`src/rtl/s_term_cfg_pipe.sv`:
```
// Configuration-frame pass-through for a fabric tile: retimes FrameData/FrameStrobe
// to the tile above and monitors the strobe protocol on the unretimed inputs.
module s_term_cfg_pipe #(
    parameter int MaxFramesPerCol = 20,
    parameter int FrameBitsPerRow = 32,
    parameter int PipeStages      = 1
) (
    input  logic                       UserCLK,
    input  logic                       resetn,
    input  logic [FrameBitsPerRow-1:0] FrameData,
    input  logic [MaxFramesPerCol-1:0] FrameStrobe,
    input  logic                       err_clr,
    output logic                       UserCLKo,
    output logic [FrameBitsPerRow-1:0] FrameData_O,
    output logic [MaxFramesPerCol-1:0] FrameStrobe_O,
    output logic [15:0]                frame_cnt,
    output logic [4:0]                 last_frame,
    output logic                       last_parity,
    output logic                       cfg_err
);

    assign UserCLKo = UserCLK;

    // Data and strobe travel through one shared chain so they can never skew.
    if (PipeStages == 0) begin : gNoPipe
        assign FrameData_O   = FrameData;
        assign FrameStrobe_O = FrameStrobe;
    end else begin : gPipe
        logic [FrameBitsPerRow-1:0] dataPipe   [PipeStages];
        logic [MaxFramesPerCol-1:0] strobePipe [PipeStages];

        always_ff @(posedge UserCLK or negedge resetn) begin
            if (!resetn) begin
                for (int i = 0; i < PipeStages; i++) begin
                    dataPipe[i]   <= '0;
                    strobePipe[i] <= '0;
                end
            end else begin
                dataPipe[0]   <= FrameData;
                strobePipe[0] <= FrameStrobe;
                for (int i = 1; i < PipeStages; i++) begin
                    dataPipe[i]   <= dataPipe[i-1];
                    strobePipe[i] <= strobePipe[i-1];
                end
            end
        end

        assign FrameData_O   = dataPipe[PipeStages-1];
        assign FrameStrobe_O = strobePipe[PipeStages-1];
    end

    logic [MaxFramesPerCol-1:0] prevStrobe;
    logic [MaxFramesPerCol-1:0] strobeRise;
    logic                       frameEvent;
    logic [4:0]                 lowestRise;
    logic                       multiHot;
    logic                       longHigh;
    logic [1:0]                 hiCnt [MaxFramesPerCol];

    assign strobeRise = FrameStrobe & ~prevStrobe;
    assign frameEvent = |strobeRise;
    assign multiHot   = |(FrameStrobe & (FrameStrobe - MaxFramesPerCol'(1)));

    always_comb begin
        lowestRise = '0;
        for (int i = MaxFramesPerCol - 1; i >= 0; i--) begin
            if (strobeRise[i]) lowestRise = 5'(i);
        end
    end

    // hiCnt holds the number of previous consecutive high cycles, so a bit that
    // is high now with hiCnt >= 2 is in its third (or later) high cycle.
    always_comb begin
        longHigh = 1'b0;
        for (int i = 0; i < MaxFramesPerCol; i++) begin
            if (FrameStrobe[i] && hiCnt[i] >= 2'd2) longHigh = 1'b1;
        end
    end

    always_ff @(posedge UserCLK or negedge resetn) begin
        if (!resetn) begin
            prevStrobe <= '0;
            for (int i = 0; i < MaxFramesPerCol; i++) hiCnt[i] <= 2'd0;
        end else begin
            prevStrobe <= FrameStrobe;
            for (int i = 0; i < MaxFramesPerCol; i++) begin
                if (!FrameStrobe[i])        hiCnt[i] <= 2'd0;
                else if (hiCnt[i] != 2'd3)  hiCnt[i] <= hiCnt[i] + 2'd1;
            end
        end
    end

    always_ff @(posedge UserCLK or negedge resetn) begin
        if (!resetn) begin
            frame_cnt   <= '0;
            last_frame  <= '0;
            last_parity <= 1'b0;
            cfg_err     <= 1'b0;
        end else begin
            if (frameEvent) begin
                if (frame_cnt != 16'hFFFF) frame_cnt <= frame_cnt + 16'd1;
                last_frame  <= lowestRise;
                last_parity <= ^FrameData;
            end
            if (multiHot || longHigh) cfg_err <= 1'b1;
            else if (err_clr)         cfg_err <= 1'b0;
        end
    end

endmodule

```
`config.mk`:
```
export PLATFORM = sky130hd
export DESIGN_NAME = s_term_cfg_pipe
export DESIGN_NICKNAME = d
export VERILOG_FILES = /design/src/rtl/s_term_cfg_pipe.sv
export SDC_FILE = /design/constraint.sdc
export NUM_CORES = 1
export LEC_CHECK = 0
export ABC_AREA = 1
export CELL_PAD_IN_SITES_DETAIL_PLACEMENT = 0
export CELL_PAD_IN_SITES_GLOBAL_PLACEMENT = 2
export CORE_MARGIN = 4
export CORE_UTILIZATION = 33
export CTS_CLUSTER_DIAMETER = 120
export DETAILED_ROUTE_END_ITERATION = 10
export PLACE_DENSITY = 0.94
export SYNTH_ARGS = -nofsm -noshare
export SYNTH_HDL_FRONTEND = slang
export SYNTH_SLANG_ARGS = --single-unit
export TNS_END_PERCENT = 1
```
`constraint.sdc`:
```
create_clock -name UserCLK -period 2.8 [get_ports UserCLK]
set_input_delay 0.42 -clock UserCLK [delete_from_list [all_inputs] [get_ports UserCLK]]
set_output_delay 0.42 -clock UserCLK [all_outputs]
set_load 0.02 [all_outputs]
```
==> summary.txt <==
Critical path
  – Cell mode on critical path: clkbuf_16
  – CP max FO: 2
  – Slowest cell on the critical path: clkdlybuf4s50_1
  – CP max stage delay: 0.53 ns
  – Critical path type: clk2out
  – Critical path arrival: 2.18 ns
  – Worst Path Required: 2.38 ns
  – CP endpoint kind: output pin
  – Crit start category: clock port
  – CP Cell Sequence: clkbuf_16 -> clkbuf_16 -> clkdlybuf4s50_1

Final layout
  – P&R area growth vs syn: 42.2%
  – Area of the multi-input gates: 2250 um2
  – Fillers: 1459
  – Layout cells sized above 1: 9.40%
  – Post-layout util: 48.4%
  – Nets: 816
  – Final std cells w/o fill: 950
  – Ant diodes: 0
  – Sequential Area: 2880 um2

Synthesis
  – Synth area leader: dfrtp_1
  – Yosys reg bits: 115
  – Syn Nets: 652
  – Most common cell in the netlist: dfrtp_1
  – Post-synthesis average cell area: 9.80 um2
  – Top cell type's share of synthesized area: 52.7%
  – Synth async-reset ratio: 100%
  – Ys flop type: dfrtp_1
  – Post-synthesis cell area: 5460 um2
  – Unique masters post-synth: 32
  – Post-synth EDFFs: 0
  – Commonest cells in the netlist: dfrtp_1 (115), inv_1 (75), nand2_1 (71), nor2_1 (55), o21ai_0 (43)
  – Post-Syn Instances: 557
  – Ys Warns: 0
  – Synth top area cells: dfrtp_1 (53%), ha_1 (9.2%), inv_1 (5.2%), nand2_1 (4.9%), xnor2_1 (4.5%)
  – Register area share after synthesis: 52.7%

Global routing
  – Met1 usage: 19.0%
  – Largest net degree at the start of global routing: 58
  – Met3 usage: 6.18%
  – Gr ovfl total: 0
  – GRT Max-Usage Layer: met2
  – Global-route wire length before repair: 22.2 mm
  – Initial antenna violation count: 0
  – All-Layer GR Usage: 15.4%
  – Met2 usage: 24.8%
  – Vias in the first global route: 4633

Clock tree
  – Worst-Skew Late Latency: 0.53 ns
  – CTS tree: yes
  – CTS resizes: 0
  – Post-CTS Setup Bufs: 0
  – Hold bufs inserted after CTS: 1
  – Clk pin slew, worst setup/hold paths: 0.06 ns

Timing
  – Max-slew violations: 0
  – Max_slew headroom: 67.1%
  – TNS Setup: 0 ns
  – Worst setup margin: 0.203 ns
  – Unrepaired setup endpoints after global routing: false
  – Final Skew: 0.00588 ns
  – Slew of the pin with the lowest slew margin: 0.494 ns
  – Fin. Hold Viols: 0
  – # setup viols final: 0

Placement
  – Cells after DPL: 914
  – Input/output buffers: 130
  – Worst slack, placed: 0.170 ns
  – Placer Congestion: 0.799
  – HPWL Detailed: 10.4 mm

Pwr
  – Leakage power: 3.64 nW
  – PwrDens: 716 nW/um2
  – IR drop worst, VDD: 427 uV

Floorplan
  – # rows: 46
  – Die Span Y: 137 um
  – Initial Util: 34.0%
  – Die X: 137 um
  – IO Pins: 131
  – Core region area: 16100 um2
  – Die area: 18700 um2

Job
  – Max Cap Viol: 0

Routing
  – Wirelength per Cell: 14.3 um
  – Routed WL: 13.5 mm
  – DRT iter0 DRCs: 136
  – ANT nets after route: 0
  – DR vias: 4266
  – DR vias/cell: 4.49
  – Residual DRC: 0
  – TritonRoute pass-1 iters: 4

Outcome
  – Status: finished clean

Hold path
  – Min-Delay Path Class: in2async
-- per-stage QoR --
step	total power (W)	hold slack, ns	area, um2
finish	0.00556	0.332	7760
global route	0.00589	0.357	7760
detailed placement	0.00336	0.339	7120
CTS	0.00564	0.332	7760
floorplan	0.00278	0.124	5460
global placement	0.00331	0.333	7120
-- final cells by class --
class / count / share of cell area (%)
clock buffer: 24 / 6.85
clock inverter: 12 / 1.42
inverter: 85 / 4.11
multi-input combinational: 356 / 29.0
sequential: 115 / 37.1
tap: 216 / 3.48
timing repair buffer: 142 / 18.0
-- final timing paths --
kind                          startpoint              end  slack [ns]  cells past startpoint
min in group UserCLK       FrameData[29]  FrameData_O[29]        0.38                      1
max in group asynchronous         resetn   prevStrobe[19]        1.66                      3
setup / recovery                 UserCLK         UserCLKo        0.20                      3
setup reg to reg            frame_cnt[1]    frame_cnt[13]        0.79                     13
hold reg to reg            last_frame[2]    last_frame[2]        0.47                      2
hold / removal                    resetn        hiCnt[24]        0.33                      2
-- registers in the layout, summed over array words and instances (netlist names) --
signal	cells
last_frame	5
last_parity	1
frame_cnt	16
hiCnt	40
cfg_err	1
FrameData_O	32
prevStrobe	20
-- cell families (layout without fill, tap and decap cells) --
logic type	count (synthesis)	after routing	share of synthesized area, %
AOI/OAI and AO/OA	100	100	10.5
xor gates and xnor gates	45	45	7.22
adders and majority gates	40	40	9.17
buffers and inverters	86	263	5.98
DFF	115	115	52.7
muxes	1	1	0.206
and+or+nand+nor	170	170	14.2
-- cells in the final DEF (no fill, tap or decap), types with 19 or more instances in the layout --
cell             synthesis  routed
a21oi_1                 28      28
o21ai_0                 43      43
clkbuf_16                0      20
nand2_1                 71      71
ha_1                    40      40
nor2_1                  55      55
inv_1                   75      75
xnor2_1                 28      28
clkdlybuf4s50_1          0     129
dfrtp_1                115     115
a211oi_1                19      19
-- layer usage --
| metal | vias up | share of wire (%) |
|---|---|---|
| li1 | 2135 | - |
| met1 | 2003 | 43 |
| met2 | 111 | 49 |
| met3 | 17 | 6.3 |
| met4 | 0 | 1.6 |
| met5 | - | 0 |
-- worst max-delay path, delay by kind of cell --
kind / cells / cell delay (ns)
buf+inv: 3 / 0.78
-- power by group --
group          leakage, nW  switching, W  total [W]  internal [W]
clock                0.303      0.000837    0.00228       0.00145
combinational         1.94      0.000628    0.00118      0.000557
sequential            1.40      0.000206    0.00209       0.00188
total                 3.64       0.00167    0.00556       0.00388
No activity file was read; power rests on OpenSTA's default activity.
